## config.mk

```make
export PLATFORM = sky130hd
export DESIGN_NAME = seq_det_ctrl_flat
export DESIGN_NICKNAME = d
export VERILOG_FILES = /design/src/rtl/seq_det_pkg.sv /design/src/rtl/seq_det_if.sv /design/src/rtl/seq_det_match.sv /design/src/rtl/seq_det_ctrl.sv /design/src/flat_wrapper.sv
export SDC_FILE = /design/constraint.sdc
export NUM_CORES = 1
export LEC_CHECK = 0
export ABC_AREA = 0
export CAP_MARGIN = 0
export CORE_AREA = 2 2 69 71
export DETAILED_ROUTE_END_ITERATION = 8
export DIE_AREA = 0 0 71 73
export PLACE_DENSITY = 0.79
export SLEW_MARGIN = 20
export SYNTH_ARGS = -nofsm -noshare
export SYNTH_HDL_FRONTEND = slang
export SYNTH_SLANG_ARGS = --single-unit
```

## constraint.sdc

```tcl
create_clock -name clk -period 6.7 [get_ports clk]
set_input_delay 0.67 -clock clk [delete_from_list [all_inputs] [get_ports clk]]
set_output_delay 0.67 -clock clk [all_outputs]
set_load 0.01 [all_outputs]
```

## src/rtl/seq_det_pkg.sv

```systemverilog
`default_nettype none
// +--------------------------------------------------------------------------+
// | Module  : seq_det_pkg                                                    |
// | Purpose : Shared types and constants for the serial pattern detector:    |
// |           controller state encoding, default widths and the width of     |
// |           the pattern-length field.                                      |
// | Ports   : none (package)                                                 |
// | Rev     : 1.0  initial release                                           |
// +--------------------------------------------------------------------------+
package seq_det_pkg;

  localparam int DEF_PAT_W = 8;
  localparam int DEF_CNT_W = 8;

  // Length field must hold the value PAT_W itself, hence the extra bit.
  function automatic int len_width(input int pat_w);
    return $clog2(pat_w) + 1;
  endfunction

  localparam int DEF_LEN_W = len_width(DEF_PAT_W);

  typedef enum logic [1:0] {
    ST_IDLE = 2'd0,
    ST_RUN  = 2'd1,
    ST_DONE = 2'd2
  } state_e;

endpackage
`default_nettype wire

```

## src/rtl/seq_det_if.sv

```systemverilog
`default_nettype none
// +--------------------------------------------------------------------------+
// | Module  : seq_det_if                                                     |
// | Purpose : Configuration, control and serial-data bundle of the pattern   |
// |           detector.                                                      |
// | Ports   : master -> drives cfg_*, start, abort, din_valid, din           |
// |           slave  -> drives din_ready, match, match_cnt, busy, done,      |
// |                     cfg_err (and timeout when SEQ_DET_TIMEOUT_EN)        |
// | Macro   : SEQ_DET_TIMEOUT_EN adds the timeout signal                     |
// | Rev     : 1.0  initial release                                           |
// +--------------------------------------------------------------------------+
interface seq_det_if
  import seq_det_pkg::*;
#(
  parameter int PAT_W = DEF_PAT_W,
  parameter int CNT_W = DEF_CNT_W
) ();

  localparam int LEN_W = len_width(PAT_W);

  logic             cfg_we;
  logic [PAT_W-1:0] cfg_pattern;
  logic [LEN_W-1:0] cfg_len;
  logic             cfg_overlap;
  logic [CNT_W-1:0] cfg_target;
  logic             start;
  logic             abort;
  logic             din_valid;
  logic             din;
  logic             din_ready;
  logic             match;
  logic [CNT_W-1:0] match_cnt;
  logic             busy;
  logic             done;
  logic             cfg_err;
`ifdef SEQ_DET_TIMEOUT_EN
  logic             timeout;
`endif

  modport master (
    output cfg_we, cfg_pattern, cfg_len, cfg_overlap, cfg_target,
    output start, abort, din_valid, din,
`ifdef SEQ_DET_TIMEOUT_EN
    input  timeout,
`endif
    input  din_ready, match, match_cnt, busy, done, cfg_err
  );

  modport slave (
    input  cfg_we, cfg_pattern, cfg_len, cfg_overlap, cfg_target,
    input  start, abort, din_valid, din,
`ifdef SEQ_DET_TIMEOUT_EN
    output timeout,
`endif
    output din_ready, match, match_cnt, busy, done, cfg_err
  );

endinterface
`default_nettype wire

```

## src/rtl/seq_det_match.sv

```systemverilog
`default_nettype none
// +--------------------------------------------------------------------------+
// | Module  : seq_det_match                                                  |
// | Purpose : Serial shift register, fill counter and pattern comparator.    |
// | Ports   : clk, rst_n      clock / async active-low reset                 |
// |           clr             restart: empty the window                      |
// |           accept          a bit is taken this cycle                      |
// |           din             serial bit                                     |
// |           pattern/len     active pattern and its length                  |
// |           overlap         keep the window full after a match             |
// |           hit             the bit taken this cycle completes a match     |
// | Rev     : 1.0  initial release                                           |
// +--------------------------------------------------------------------------+
module seq_det_match
  import seq_det_pkg::*;
#(
  parameter int PAT_W = DEF_PAT_W,
  parameter int LEN_W = len_width(PAT_W)
) (
  input  logic             clk,
  input  logic             rst_n,
  input  logic             clr,
  input  logic             accept,
  input  logic             din,
  input  logic [PAT_W-1:0] pattern,
  input  logic [LEN_W-1:0] len,
  input  logic             overlap,
  output logic             hit
);

  logic [PAT_W-1:0] shift_q, shift_d;
  logic [LEN_W-1:0] fill_q, fill_d;
  logic [PAT_W-1:0] shift_nxt;
  logic [LEN_W-1:0] fill_nxt;
  logic [PAT_W-1:0] mask;

  always_comb begin
    for (int i = 0; i < PAT_W; i++) begin
      mask[i] = (i < int'(len));
    end
    // Comparison is done on the window as it will be after this bit, so
    // the registered match pulse lines up with the accepting edge.
    shift_nxt = {shift_q[PAT_W-2:0], din};
    fill_nxt  = (fill_q >= len) ? len : fill_q + 1'b1;
    hit       = accept && (len != '0) && (fill_nxt == len) &&
                ((shift_nxt & mask) == (pattern & mask));

    shift_d = shift_q;
    fill_d  = fill_q;
    if (clr) begin
      shift_d = '0;
      fill_d  = '0;
    end else if (accept) begin
      shift_d = shift_nxt;
      fill_d  = (hit && !overlap) ? '0 : fill_nxt;
    end
  end

  always_ff @(posedge clk or negedge rst_n) begin
    if (!rst_n) begin
      shift_q <= '0;
      fill_q  <= '0;
    end else begin
      shift_q <= shift_d;
      fill_q  <= fill_d;
    end
  end

endmodule
`default_nettype wire

```

## src/rtl/seq_det_ctrl.sv

```systemverilog
`default_nettype none
// +--------------------------------------------------------------------------+
// | Module  : seq_det_ctrl                                                   |
// | Purpose : Serial pattern detector controller: shadow configuration,      |
// |           IDLE/RUN/DONE sequencing, match pulse and match counter.       |
// | Ports   : clk     clock, rising edge                                     |
// |           rst_n   asynchronous active-low reset                          |
// |           bus     seq_det_if.slave (config, control, serial data, status)|
// | Macro   : SEQ_DET_TIMEOUT_EN enables the RUN inactivity timeout          |
// |           (TO_CYC cycles without a match returns to IDLE)                |
// | Rev     : 1.0  initial release                                           |
// +--------------------------------------------------------------------------+
module seq_det_ctrl
  import seq_det_pkg::*;
#(
  parameter int PAT_W  = DEF_PAT_W,
  parameter int CNT_W  = DEF_CNT_W,
  parameter int TO_CYC = 1024
) (
  input  logic       clk,
  input  logic       rst_n,
  seq_det_if.slave   bus
);

  localparam int LEN_W = len_width(PAT_W);
  localparam logic [LEN_W-1:0] LEN_MAX = LEN_W'(PAT_W);

  localparam logic [1:0] S_IDLE = ST_IDLE;
  localparam logic [1:0] S_RUN  = ST_RUN;
  localparam logic [1:0] S_DONE = ST_DONE;

  if (PAT_W < 2 || TO_CYC < 1) begin : g_param_check
    $error("seq_det_ctrl: PAT_W must be >= 2 and TO_CYC >= 1");
  end

  logic [1:0]       state_q, state_d;
  logic             match_q, match_d;
  logic [CNT_W-1:0] cnt_q, cnt_d;
  logic             cfg_err_q, cfg_err_d;
  logic [PAT_W-1:0] pat_q, pat_d;
  logic [LEN_W-1:0] len_q, len_d;
  logic             ovl_q, ovl_d;
  logic [CNT_W-1:0] tgt_q, tgt_d;

  logic             idle_or_done;
  logic             len_ok;
  logic             start_ok;
  logic             accept;
  logic             clr;
  logic             hit;

`ifdef SEQ_DET_TIMEOUT_EN
  localparam int TMO_W = $clog2(TO_CYC + 1);
  logic [TMO_W-1:0] tmo_q, tmo_d;
  logic             timeout_q, timeout_d;
`endif

  always_comb begin
    idle_or_done = (state_q != S_RUN);
    len_ok       = (len_q != '0) && (len_q <= LEN_MAX);
    start_ok     = bus.start && idle_or_done && len_ok;
    // Abort wins over a bit arriving in the same cycle, so that bit can
    // never complete a match.
    accept       = bus.din_valid && (state_q == S_RUN) && !bus.abort;
    clr          = start_ok && !bus.abort;

    state_d   = state_q;
    match_d   = 1'b0;
    cnt_d     = cnt_q;
    cfg_err_d = 1'b0;
    pat_d     = pat_q;
    len_d     = len_q;
    ovl_d     = ovl_q;
    tgt_d     = tgt_q;
`ifdef SEQ_DET_TIMEOUT_EN
    tmo_d     = tmo_q;
    timeout_d = 1'b0;
`endif

    if (bus.cfg_we) begin
      if (idle_or_done) begin
        pat_d = bus.cfg_pattern;
        len_d = bus.cfg_len;
        ovl_d = bus.cfg_overlap;
        tgt_d = bus.cfg_target;
      end else begin
        cfg_err_d = 1'b1;
      end
    end

    if (bus.start && idle_or_done && !len_ok) begin
      cfg_err_d = 1'b1;
    end

    case (state_q)
      S_IDLE, S_DONE: begin
        if (start_ok) begin
          state_d = S_RUN;
          cnt_d   = '0;
`ifdef SEQ_DET_TIMEOUT_EN
          tmo_d   = '0;
`endif
        end
      end
      S_RUN: begin
        if (hit) begin
          match_d = 1'b1;
          cnt_d   = cnt_q + 1'b1;
`ifdef SEQ_DET_TIMEOUT_EN
          tmo_d   = '0;
`endif
          if (tgt_q != '0 && cnt_d == tgt_q) begin
            state_d = S_DONE;
          end
        end
`ifdef SEQ_DET_TIMEOUT_EN
        else if (tmo_q == TMO_W'(TO_CYC - 1)) begin
          state_d   = S_IDLE;
          timeout_d = 1'b1;
        end else begin
          tmo_d = tmo_q + 1'b1;
        end
`endif
      end
      default: state_d = S_IDLE;
    endcase

    // Abort overrides both re-arming and match completion; the counter
    // keeps its value.
    if (bus.abort) begin
      state_d = S_IDLE;
      match_d = 1'b0;
      cnt_d   = cnt_q;
`ifdef SEQ_DET_TIMEOUT_EN
      timeout_d = 1'b0;
`endif
    end
  end

  always_ff @(posedge clk or negedge rst_n) begin
    if (!rst_n) begin
      state_q   <= S_IDLE;
      match_q   <= 1'b0;
      cnt_q     <= '0;
      cfg_err_q <= 1'b0;
      pat_q     <= '0;
      len_q     <= '0;
      ovl_q     <= 1'b0;
      tgt_q     <= '0;
    end else begin
      state_q   <= state_d;
      match_q   <= match_d;
      cnt_q     <= cnt_d;
      cfg_err_q <= cfg_err_d;
      pat_q     <= pat_d;
      len_q     <= len_d;
      ovl_q     <= ovl_d;
      tgt_q     <= tgt_d;
    end
  end

`ifdef SEQ_DET_TIMEOUT_EN
  always_ff @(posedge clk or negedge rst_n) begin
    if (!rst_n) begin
      tmo_q     <= '0;
      timeout_q <= 1'b0;
    end else begin
      tmo_q     <= tmo_d;
      timeout_q <= timeout_d;
    end
  end

  assign bus.timeout = timeout_q;
`endif

  seq_det_match #(
    .PAT_W (PAT_W),
    .LEN_W (LEN_W)
  ) u_match (
    .clk     (clk),
    .rst_n   (rst_n),
    .clr     (clr),
    .accept  (accept),
    .din     (bus.din),
    .pattern (pat_q),
    .len     (len_q),
    .overlap (ovl_q),
    .hit     (hit)
  );

  assign bus.match     = match_q;
  assign bus.match_cnt = cnt_q;
  assign bus.busy      = (state_q == S_RUN);
  assign bus.din_ready = (state_q == S_RUN);
  assign bus.done      = (state_q == S_DONE);
  assign bus.cfg_err   = cfg_err_q;

endmodule
`default_nettype wire

```

## src/flat_wrapper.sv

```systemverilog
// flat-port wrapper written by rule: the top's interface ports become plain ports
module seq_det_ctrl_flat import seq_det_pkg::*;
#(
  parameter int PAT_W  = DEF_PAT_W,
  parameter int CNT_W  = DEF_CNT_W,
  parameter int TO_CYC = 1024
)
  (clk, rst_n, bus_cfg_we, bus_cfg_pattern, bus_cfg_len, bus_cfg_overlap, bus_cfg_target, bus_start, bus_abort, bus_din_valid, bus_din, bus_din_ready, bus_match, bus_match_cnt, bus_busy, bus_done, bus_cfg_err);
  seq_det_if #(.PAT_W(PAT_W), .CNT_W(CNT_W)) bus_i ();
  input  logic clk;
  input  logic rst_n;
  input wire logic [$bits(bus_i.cfg_we)-1:0] bus_cfg_we;
  input wire logic [$bits(bus_i.cfg_pattern)-1:0] bus_cfg_pattern;
  input wire logic [$bits(bus_i.cfg_len)-1:0] bus_cfg_len;
  input wire logic [$bits(bus_i.cfg_overlap)-1:0] bus_cfg_overlap;
  input wire logic [$bits(bus_i.cfg_target)-1:0] bus_cfg_target;
  input wire logic [$bits(bus_i.start)-1:0] bus_start;
  input wire logic [$bits(bus_i.abort)-1:0] bus_abort;
  input wire logic [$bits(bus_i.din_valid)-1:0] bus_din_valid;
  input wire logic [$bits(bus_i.din)-1:0] bus_din;
  output wire logic [$bits(bus_i.din_ready)-1:0] bus_din_ready;
  output wire logic [$bits(bus_i.match)-1:0] bus_match;
  output wire logic [$bits(bus_i.match_cnt)-1:0] bus_match_cnt;
  output wire logic [$bits(bus_i.busy)-1:0] bus_busy;
  output wire logic [$bits(bus_i.done)-1:0] bus_done;
  output wire logic [$bits(bus_i.cfg_err)-1:0] bus_cfg_err;
  assign bus_i.cfg_we = bus_cfg_we;
  assign bus_i.cfg_pattern = bus_cfg_pattern;
  assign bus_i.cfg_len = bus_cfg_len;
  assign bus_i.cfg_overlap = bus_cfg_overlap;
  assign bus_i.cfg_target = bus_cfg_target;
  assign bus_i.start = bus_start;
  assign bus_i.abort = bus_abort;
  assign bus_i.din_valid = bus_din_valid;
  assign bus_i.din = bus_din;
  assign bus_din_ready = bus_i.din_ready;
  assign bus_match = bus_i.match;
  assign bus_match_cnt = bus_i.match_cnt;
  assign bus_busy = bus_i.busy;
  assign bus_done = bus_i.done;
  assign bus_cfg_err = bus_i.cfg_err;
  seq_det_ctrl #(.PAT_W(PAT_W), .CNT_W(CNT_W), .TO_CYC(TO_CYC)) u_core (.clk(clk), .rst_n(rst_n), .bus(bus_i));
endmodule
```

==> flow_summary.html, run 1 <==
<table>
<tr><th>Metric</th><th>Value</th></tr>
<tr><th colspan="2">Outcome</th></tr>
<tr><td>Status</td><td>complete, no violations</td></tr>
<tr><th colspan="2">Route</th></tr>
<tr><td>1st-pass router iterations</td><td>4</td></tr>
<tr><td>First DRT Iteration DRCs</td><td>~130</td></tr>
<tr><td>Post-detailed-route via-to-cell ratio</td><td>5.84</td></tr>
<tr><td>Total vias in the final route</td><td>1862</td></tr>
<tr><td>DR DRC count</td><td>0</td></tr>
<tr><td>Antenna-violating nets left</td><td>0</td></tr>
<tr><td>Wire length reported by the detailed router</td><td>about 5 mm</td></tr>
<tr><td>Wirelength per Cell</td><td>approximately 15 um</td></tr>
<tr><th colspan="2">Cells and area</th></tr>
<tr><td>Most common library cell in the layout ignoring fill and taps</td><td>sky130_fd_sc_hd__dfrtp_1</td></tr>
<tr><td>Commonest non-fill, non-tap cells in the layout</td><td>sky130_fd_sc_hd__dfrtp_1, sky130_fd_sc_hd__clkdlybuf4s50_1, sky130_fd_sc_hd__mux2_2</td></tr>
<tr><td>Utilization after layout</td><td>65.7%</td></tr>
<tr><td>Antenna Diode Count</td><td>0</td></tr>
<tr><td>Layout area overhead</td><td>21.3%</td></tr>
<tr><td>Post-route cell area</td><td>2980 um2</td></tr>
<tr><td>Share of cells above drive strength 1</td><td>12.8%</td></tr>
<tr><td>Final net count</td><td>298</td></tr>
<tr><th colspan="2">Critical path</th></tr>
<tr><td>Worst R2R Path Depth</td><td>7</td></tr>
<tr><td>Worst Setup End Kind</td><td>primary output</td></tr>
<tr><td>Launch instance of the worst register-to-register path</td><td>u_core.len_q[0]</td></tr>
<tr><td>Type of the setup path with the least slack</td><td>register to primary output</td></tr>
<tr><td>Buffers plus inverters on the worst setup path</td><td>2</td></tr>
<tr><td>Data arrival at the endpoint of the critical path</td><td>about 1900 ps</td></tr>
<tr><td>Longest individual stage delay on the worst path</td><td>580 ps</td></tr>
<tr><td>Largest delay share family, worst path</td><td>buffers and inverters</td></tr>
<tr><td>Worst-case register-to-register setup slack</td><td>between 4000 and 5000 ps</td></tr>
<tr><td>End of the worst register-to-register path</td><td>u_core.bus.match_cnt[3]</td></tr>
<tr><td>Worst-path maximum fanout</td><td>11</td></tr>
<tr><td>Crit path cell chain</td><td>nand2b_1, clkinv_1, clkdlybuf4s50_1</td></tr>
<tr><td>Critical path required time</td><td>6030 ps</td></tr>
<tr><td>Startpoint type of the worst setup path</td><td>register</td></tr>
<tr><td>Crit-path slowest cell</td><td>sky130_fd_sc_hd__clkdlybuf4s50_1</td></tr>
<tr><th colspan="2">Clock tree</th></tr>
<tr><td>Insertion delay to the later sink of the worst-skew pair</td><td>300 ps</td></tr>
<tr><td>Clock Sinks</td><td>44</td></tr>
<tr><td>Post-cts repair resize count</td><td>0</td></tr>
<tr><td>CTS tree</td><td>done</td></tr>
<tr><td>Post-CTS setup-driven buffer insertion count</td><td>0</td></tr>
<tr><td>Number of buffers inserted for hold repair after clock tree synthesis</td><td>0</td></tr>
<tr><td>Maximum clock path buffer count</td><td>2</td></tr>
<tr><td>Clk pin slew, worst setup/hold paths</td><td>90 ps</td></tr>
<tr><td>Clk Tree Root Cell</td><td>sky130_fd_sc_hd__clkbuf_8</td></tr>
<tr><td>Deepest level of the CTS H-tree</td><td>2</td></tr>
<tr><td>Number of buffers inserted during clock tree synthesis</td><td>5</td></tr>
<tr><th colspan="2">STA</th></tr>
<tr><td>Count of endpoints failing setup in the final report</td><td>0</td></tr>
<tr><td>Summed negative setup slack over all endpoints</td><td>0 ps</td></tr>
<tr><td>Relative max-transition margin</td><td>a little over a third</td></tr>
<tr><td>Final setup skew</td><td>10.6 ps</td></tr>
<tr><td>Time the worst path needs with I/O delays and setup</td><td>2540 ps</td></tr>
<tr><td>Fmax</td><td>0.394 GHz</td></tr>
<tr><td>Share of the cycle needed by the critical path after routing</td><td>approximately 38%</td></tr>
<tr><td>Measured slew at the worst slew-check pin</td><td>960 ps</td></tr>
<tr><td>Number of pins with negative max-slew slack in the final report</td><td>0</td></tr>
<tr><td>RSZ-0062 raised after global routing</td><td>no</td></tr>
<tr><td>Total count of hold-check failures in the final report</td><td>0</td></tr>
<tr><th colspan="2">Logic synthesis</th></tr>
<tr><td>Most used flip-flop cell after synthesis</td><td>sky130_fd_sc_hd__dfrtp_1</td></tr>
<tr><td>Sequential area share after synthesis</td><td>44.9%</td></tr>
<tr><td>Nets in the synthesized netlist</td><td>between 200 and 300</td></tr>
<tr><td>Share of synthesized flip-flops with an asynchronous set or reset</td><td>between 90% and 100%</td></tr>
<tr><td>#FFs+latches synth</td><td>44</td></tr>
<tr><td>Warning count from the yosys run</td><td>0</td></tr>
<tr><td>Count of distinct cell types in the synthesized netlist</td><td>56</td></tr>
<tr><td>Netlist area before placement</td><td>approximately 2500 um2</td></tr>
<tr><td>Synthesized netlist cell count</td><td>approximately 230</td></tr>
<tr><td>Count of flip-flops with a built-in enable after synthesis</td><td>0</td></tr>
<tr><td>Syn Area/Cell</td><td>10.8 um2</td></tr>
<tr><th colspan="2">Floorplan</th></tr>
<tr><td>Area of the die</td><td>5180 um2</td></tr>
<tr><td>Site row count</td><td>25</td></tr>
<tr><td>IO Pins</td><td>41</td></tr>
<tr><td>Chip Height</td><td>73 um</td></tr>
<tr><td>Die X</td><td>approximately 71 um</td></tr>
<tr><td>Core area</td><td>around 4500 um2</td></tr>
<tr><td>Effective utilization at floorplan</td><td>between 50% and 60%</td></tr>
<tr><th colspan="2">Placement</th></tr>
<tr><td>Placed Instance Area</td><td>2860 um2</td></tr>
<tr><td>Final weighted congestion in routability-driven placement</td><td>0.818</td></tr>
<tr><td>Buffers added on ports</td><td>40</td></tr>
<tr><td>Hpwl dp</td><td>about 3.5 mm</td></tr>
<tr><th colspan="2">Power and ir drop</th></tr>
<tr><td>Cell leakage power</td><td>1.30 nW</td></tr>
<tr><td>Worst vdd rail ir drop</td><td>169 uV</td></tr>
<tr><td>Total power per unit cell area</td><td>between 200 and 300 nW/um2</td></tr>
<tr><th colspan="2">Global routing</th></tr>
<tr><td>Met1 track demand over resource in global routing</td><td>29.9%</td></tr>
<tr><td>First-pass GRT wire length</td><td>about 8.5 mm</td></tr>
<tr><td>Number of antenna violations at the first check in global routing</td><td>0</td></tr>
<tr><td>Global Route met2 Usage</td><td>31.9%</td></tr>
<tr><td>Largest net degree at the start of global routing</td><td>45</td></tr>
<tr><td>Number of global-route vias before repair</td><td>about 1800</td></tr>
<tr><td>Layer with the highest usage after global routing</td><td>met2</td></tr>
<tr><td>Met3 routing resource usage after global routing</td><td>4.97%</td></tr>
<tr><td>Global-route usage over all layers</td><td>21.0%</td></tr>
<tr><td>Total global routing overflow</td><td>0</td></tr>
<tr><th colspan="2">Hold path</th></tr>
<tr><td>Path category of the worst min-delay check</td><td>primary input to async pin</td></tr>
<tr><th colspan="2">Job</th></tr>
<tr><td>Max_cap viols</td><td>0</td></tr>
</table>
[worst max-delay path by stage]
stage / from / end / slack, ps / cells after the start
floorplan: u_core.len_q[0] / u_core.bus.match_cnt[3] / 4450 / 8
global placement: bus_abort / u_core.bus.match_cnt[3] / 4140 / 7
detailed placement: bus_abort / u_core.bus.match_cnt[3] / 4120 / 7
CTS: u_core.state_q[0] / bus_busy / 4140 / 3
global route: u_core.state_q[0] / bus_din_ready / 4030 / 3
finish: u_core.state_q[0] / bus_busy / 4160 / 3
[report_power, final]
part / leakage, nW / internal [mW] / switching, mW / total (mW)
registers: 0.559 / 0.310 / 0.0647 / 0.375
clock network: 0.0614 / 0.122 / 0.0916 / 0.213
logic: 0.684 / 0.135 / 0.116 / 0.251
total: 1.30 / 0.567 / 0.273 / 0.840
[cell usage after synthesis, types with 4 or more instances]
cell,n,area share (%)
sky130_fd_sc_hd__a21oi_1,4,0.82
sky130_fd_sc_hd__a22o_1,7,2.5
sky130_fd_sc_hd__a2bb2oi_1,4,1.4
sky130_fd_sc_hd__clkbuf_1,6,0.92
sky130_fd_sc_hd__dfrtp_1,44,45
sky130_fd_sc_hd__ha_1,6,3.1
sky130_fd_sc_hd__inv_1,8,1.2
sky130_fd_sc_hd__mux2_2,22,10
sky130_fd_sc_hd__nand2_1,16,2.4
sky130_fd_sc_hd__nand3_1,9,1.8
sky130_fd_sc_hd__nor2_1,10,1.5
sky130_fd_sc_hd__o211ai_1,4,1.2
sky130_fd_sc_hd__o21ai_0,7,1.4
sky130_fd_sc_hd__xnor2_1,13,4.6
sky130_fd_sc_hd__xor2_1,10,3.6
[worst reg2reg max path: cells and delay by family, from the launching register on]
family | cells | cell delay, ps
AO/OA/AOI/OAI | 3 | 610
AND/OR/NAND/NOR | 4 | 1320
flip-flops | 1 | 500
[sequential cells by signal, indices dropped and copies added (netlist names)]
signal	cells
u_core.bus.match_cnt	8
u_core.u_match.shift_q	7
u_core.u_match.fill_q	4
u_core.bus.cfg_err	1
u_core.len_q	4
u_core.state_q	2
u_core.ovl_q	1
u_core.tgt_q	8
u_core.bus.match	1
u_core.pat_q	8
[logic make-up after synthesis]
family	synth area share, %
buffers and inverters	4.18
adder cells (fa/ha/maj)	3.06
multiplexers	11.3
XOR/XNOR	8.21
flip-flops	44.9
AO/OA/AOI/OAI	15.7
AND/OR/NAND/NOR	12.7
[metal layers]
| metal | vias to the layer above | wire length [um] |
|---|---|---|
| met1 | 905 | 2310 |
| met4 | 0 | 69 |
| met2 | 50 | 2280 |
| met3 | 6 | 214 |
| met5 | - | 0 |
| li1 | 901 | - |
[area by class of cell]
cell class | count | area (um2)
Fill cell | 371 | 1560
Multi-Input combinational cell | 163 | 1250
Sequential cell | 44 | 1100
Timing Repair Buffer | 41 | 403
Clock buffer | 6 | 82.6
Tap cell | 54 | 67.6
Clock inverter | 2 | 38.8
Inverter | 9 | 33.8
[metrics by stage]
step	total power [mW]	hold WS (ps)	instances	setup WS [ps]
2_1_floorplan	0.554	374	228	4450
3_3_place_gp	0.622	512	311	4140
3_5_place_dp	0.631	516	311	4120
4_1_cts	0.845	534	319	4140
5_1_grt	0.898	553	319	4030
6_report	0.840	507	319	4160
No activity file was read; power rests on OpenSTA's default activity.
==> inputs of run 2 (changes only) <==
Settings changed: CORE_AREA 2 2 69 71 to 2 2 75 77, DIE_AREA 0 0 71 73 to 0 0 77 79, PLACE_DENSITY 0.79 to 0.7.
Clock period 6.7 ns to 2.2 ns, I/O delays scaled along.
==> run 2 against run 1 <==
The run now ends with negative setup slack left. Global-route usage shrank 1.5 points. Flip-flop and latch count unchanged. Combinational power increased to 4.1 times the previous value. Clock-buffer cell count increased by 1. Core utilization is 5.2 points lower. Sequential share of layout area fell by 2.9 points.
==> flow_summary.html, run 2 (same netlist as run 1, synthesis figures left out) <==
<table>
<tr><th>Metric</th><th>Value</th></tr>
<tr><th colspan="2">Clock tree</th></tr>
<tr><td>Deepest level of the CTS H-tree</td><td>2 (unchanged)</td></tr>
<tr><td>Post-CTS setup-driven buffer insertion count</td><td>0 (unchanged)</td></tr>
<tr><td>CTS tree</td><td>done (unchanged)</td></tr>
<tr><td>Insertion delay to the later sink of the worst-skew pair</td><td>300 ps (about the same)</td></tr>
<tr><td>Clock Sinks</td><td>44 (unchanged)</td></tr>
<tr><td>Clk pin slew, worst setup/hold paths</td><td>80 ps (was 90 ps)</td></tr>
<tr><td>Number of buffers inserted during clock tree synthesis</td><td>5 (unchanged)</td></tr>
<tr><td>Clk Tree Root Cell</td><td>sky130_fd_sc_hd__clkbuf_8 (unchanged)</td></tr>
<tr><td>Maximum clock path buffer count</td><td>2 (unchanged)</td></tr>
<tr><th colspan="2">Critical path</th></tr>
<tr><td>Longest individual stage delay on the worst path</td><td>560 ps (was 580 ps)</td></tr>
<tr><td>Crit-path slowest cell</td><td>sky130_fd_sc_hd__or4b_4 (was sky130_fd_sc_hd__clkdlybuf4s50_1)</td></tr>
<tr><td>Data arrival at the endpoint of the critical path</td><td>2460 ps (was 1870 ps)</td></tr>
<tr><td>Startpoint type of the worst setup path</td><td>register (unchanged)</td></tr>
<tr><td>Worst R2R Path Depth</td><td>8 (was 7)</td></tr>
<tr><td>Worst Setup End Kind</td><td>register (was primary output)</td></tr>
<tr><td>Worst-path maximum fanout</td><td>6 (was 11)</td></tr>
<tr><td>Number of logic stages on the critical path including buffering</td><td>8 (was 3)</td></tr>
<tr><td>Critical path required time</td><td>2430 ps (was 6030 ps)</td></tr>
<tr><td>Buffers plus inverters on the worst setup path</td><td>1 (was 2)</td></tr>
<tr><td>Largest delay share family, worst path</td><td>simple AND/OR/NAND/NOR gates (was buffers and inverters)</td></tr>
<tr><td>Crit path cell chain</td><td>or4b_4, a2111oi_4, o21ai_1, o21ai_2, nand3b_4, buf_6, nor3_4, a2bb2oi_1 (was nand2b_1, clkinv_1, clkdlybuf4s50_1)</td></tr>
<tr><td>Type of the setup path with the least slack</td><td>register to register (was register to primary output)</td></tr>
<tr><th colspan="2">Global routing</th></tr>
<tr><td>Global-route usage over all layers</td><td>19.5% (was 21.0%)</td></tr>
<tr><td>Number of antenna violations at the first check in global routing</td><td>0 (unchanged)</td></tr>
<tr><td>Number of global-route vias before repair</td><td>1996 (was 1821)</td></tr>
<tr><td>First-pass GRT wire length</td><td>9.41 mm (was 8.55 mm)</td></tr>
<tr><td>Total global routing overflow</td><td>0 (unchanged)</td></tr>
<tr><td>Largest net degree at the start of global routing</td><td>22 (was 45)</td></tr>
<tr><th colspan="2">Power and ir drop</th></tr>
<tr><td>Tot Pwr</td><td>2.62 mW (was 0.840 mW)</td></tr>
<tr><td>Total power per unit cell area</td><td>813 nW/um2 (was 282 nW/um2)</td></tr>
<tr><td>Worst vdd rail ir drop</td><td>477 uV (was 169 uV)</td></tr>
<tr><td>Cell leakage power</td><td>1.44 nW (was 1.30 nW)</td></tr>
<tr><th colspan="2">Floorplan</th></tr>
<tr><td>Site row count</td><td>27 (was 25)</td></tr>
<tr><td>IO Pins</td><td>41 (unchanged)</td></tr>
<tr><td>Effective utilization at floorplan</td><td>46.0% (was 54.1%)</td></tr>
<tr><td>Die X</td><td>77 um (was 71 um)</td></tr>
<tr><td>Area of the die</td><td>6080 um2 (was 5180 um2)</td></tr>
<tr><td>Core area</td><td>5340 um2 (was 4540 um2)</td></tr>
<tr><td>Chip Height</td><td>79 um (was 73 um)</td></tr>
<tr><th colspan="2">STA</th></tr>
<tr><td>Share of the cycle needed by the critical path after routing</td><td>101%</td></tr>
<tr><td>Time the worst path needs with I/O delays and setup</td><td>between 2000 and 2500 ps</td></tr>
<tr><td>Number of pins with negative max-slew slack in the final report</td><td>0 (unchanged)</td></tr>
<tr><td>Worst Slack Setup Final</td><td>-28.6 ps (was 4160 ps)</td></tr>
<tr><td>Measured slew at the worst slew-check pin</td><td>502 ps (was 960 ps)</td></tr>
<tr><td>Fmax</td><td>0.449 GHz</td></tr>
<tr><td>Relative max-transition margin</td><td>66.5% (was 36.0%)</td></tr>
<tr><td>Count of endpoints failing setup in the final report</td><td>3 (was 0)</td></tr>
<tr><td>Total count of hold-check failures in the final report</td><td>0 (unchanged)</td></tr>
<tr><td>Final worst hold slack</td><td>397 ps (was 507 ps)</td></tr>
<tr><td>Final setup skew</td><td>6.10 ps (was 10.6 ps)</td></tr>
<tr><td>RSZ-0062 raised after global routing</td><td>yes (was no)</td></tr>
<tr><td>Summed negative setup slack over all endpoints</td><td>-53.4 ps (was 0 ps)</td></tr>
<tr><th colspan="2">Placement</th></tr>
<tr><td>Placed Instance Area</td><td>3060 um2 (was 2860 um2)</td></tr>
<tr><td>Hpwl dp</td><td>3.93 mm (was 3.53 mm)</td></tr>
<tr><td>Final weighted congestion in routability-driven placement</td><td>0.836 (was 0.818)</td></tr>
<tr><td>Pre-CTS setup slack</td><td>-80.9 ps (was 4120 ps)</td></tr>
<tr><td>Buffers added on ports</td><td>40 (unchanged)</td></tr>
<tr><td>Number of cells in the design after placement</td><td>352 (was 311)</td></tr>
<tr><th colspan="2">Route</th></tr>
<tr><td>Antenna-violating nets left</td><td>0 (unchanged)</td></tr>
<tr><td>1st-pass router iterations</td><td>4 (unchanged)</td></tr>
<tr><td>Post-detailed-route via-to-cell ratio</td><td>5.41 (was 5.84)</td></tr>
<tr><td>Wirelength per Cell</td><td>15.0 um (was 15.3 um)</td></tr>
<tr><td>Total vias in the final route</td><td>1958 (was 1862)</td></tr>
<tr><td>Wire length reported by the detailed router</td><td>5.44 mm (was 4.88 mm)</td></tr>
<tr><td>First DRT Iteration DRCs</td><td>117 (was 126)</td></tr>
<tr><td>DR DRC count</td><td>0 (unchanged)</td></tr>
<tr><th colspan="2">Hold path</th></tr>
<tr><td>Path category of the worst min-delay check</td><td>primary input to async pin (unchanged)</td></tr>
<tr><th colspan="2">Cells and area</th></tr>
<tr><td>Antenna Diode Count</td><td>0 (unchanged)</td></tr>
<tr><td>Commonest non-fill, non-tap cells in the layout</td><td>sky130_fd_sc_hd__dfrtp_1, sky130_fd_sc_hd__clkdlybuf4s50_1, sky130_fd_sc_hd__buf_4 (was sky130_fd_sc_hd__dfrtp_1, sky130_fd_sc_hd__clkdlybuf4s50_1, sky130_fd_sc_hd__mux2_2)</td></tr>
<tr><td>Share of cells above drive strength 1</td><td>22.8% (was 12.8%)</td></tr>
<tr><td>Utilization after layout</td><td>60.5% (was 65.7%)</td></tr>
<tr><td>Post-route cell area</td><td>3230 um2 (was 2980 um2)</td></tr>
<tr><td>Final net count</td><td>323 (was 298)</td></tr>
<tr><td>Layout area overhead</td><td>31.5% (was 21.3%)</td></tr>
<tr><td>Most common library cell in the layout ignoring fill and taps</td><td>sky130_fd_sc_hd__dfrtp_1 (unchanged)</td></tr>
<tr><td>Count of non-filler cells in the finished layout</td><td>362 (was 319)</td></tr>
<tr><th colspan="2">Outcome</th></tr>
<tr><td>Status</td><td>finished, violations left (was complete, no violations)</td></tr>
<tr><td>Violations in the final reports</td><td>negative setup slack</td></tr>
<tr><th colspan="2">Job</th></tr>
<tr><td>Max_cap viols</td><td>0 (unchanged)</td></tr>
</table>
==> run 2: routing by layer <==
| metal | vias to the layer above | wire [um] | share of wire [%] | track usage, % |
|---|---|---|---|---|
| met3 | 5 | 296 | 5.4 | 3.52 |
| li1 | 948 | - | - | - |
| met2 | 56 | 2550 | 47 | 31.2 |
| met1 | 949 | 2530 | 46 | 27.3 |
| met4 | 0 | 65 | 1.2 | 6.07 |
| met5 | - | 0 | 0 | 0 |
==> run 2: area by class of cell <==
cell class,instances,area [um2]
fillers,482,2110
well taps,72,90.1
flip-flops and latches,44,1100
inverters,9,33.8
repair buffers,65,589
clock inverters,1,7.51
clock buffers,7,86.3
multi-input cells,164,1320
==> run 2: worst paths after layout <==
kind | from | end | slack, ps
max | u_core.len_q[0] | u_core.bus.match_cnt[5] | -30
min | rst_n | u_core.pat_q[2] | 400
min in group clk | bus_cfg_we | u_core.bus.cfg_err | 520
max reg2reg | u_core.len_q[0] | u_core.bus.match_cnt[5] | -30
max in group asynchronous | rst_n | u_core.len_q[1] | 1240
min reg2reg | u_core.u_match.shift_q[6] | u_core.u_match.shift_q[6] | 520
==> run 2: what timing repair did <==
| action | in CTS | in global routing |
|---|---|---|
| hold buffers | 1 | 0 |
| pin swaps | 1 | 0 |
| resized for setup | 5 | 7 |
| gates cloned | 1 | 0 |
| endpoints found under the setup margin | 11 | 14 |
| endpoints found under the hold margin | 19 | 0 |
==> run 2: power by group <==
| group | leakage, nW | internal (mW) | switching, mW |
|---|---|---|---|
| Combinational | 0.835 | 0.520 | 0.504 |
| Sequential | 0.559 | 0.946 | 0.122 |
| Clock | 0.0445 | 0.255 | 0.278 |
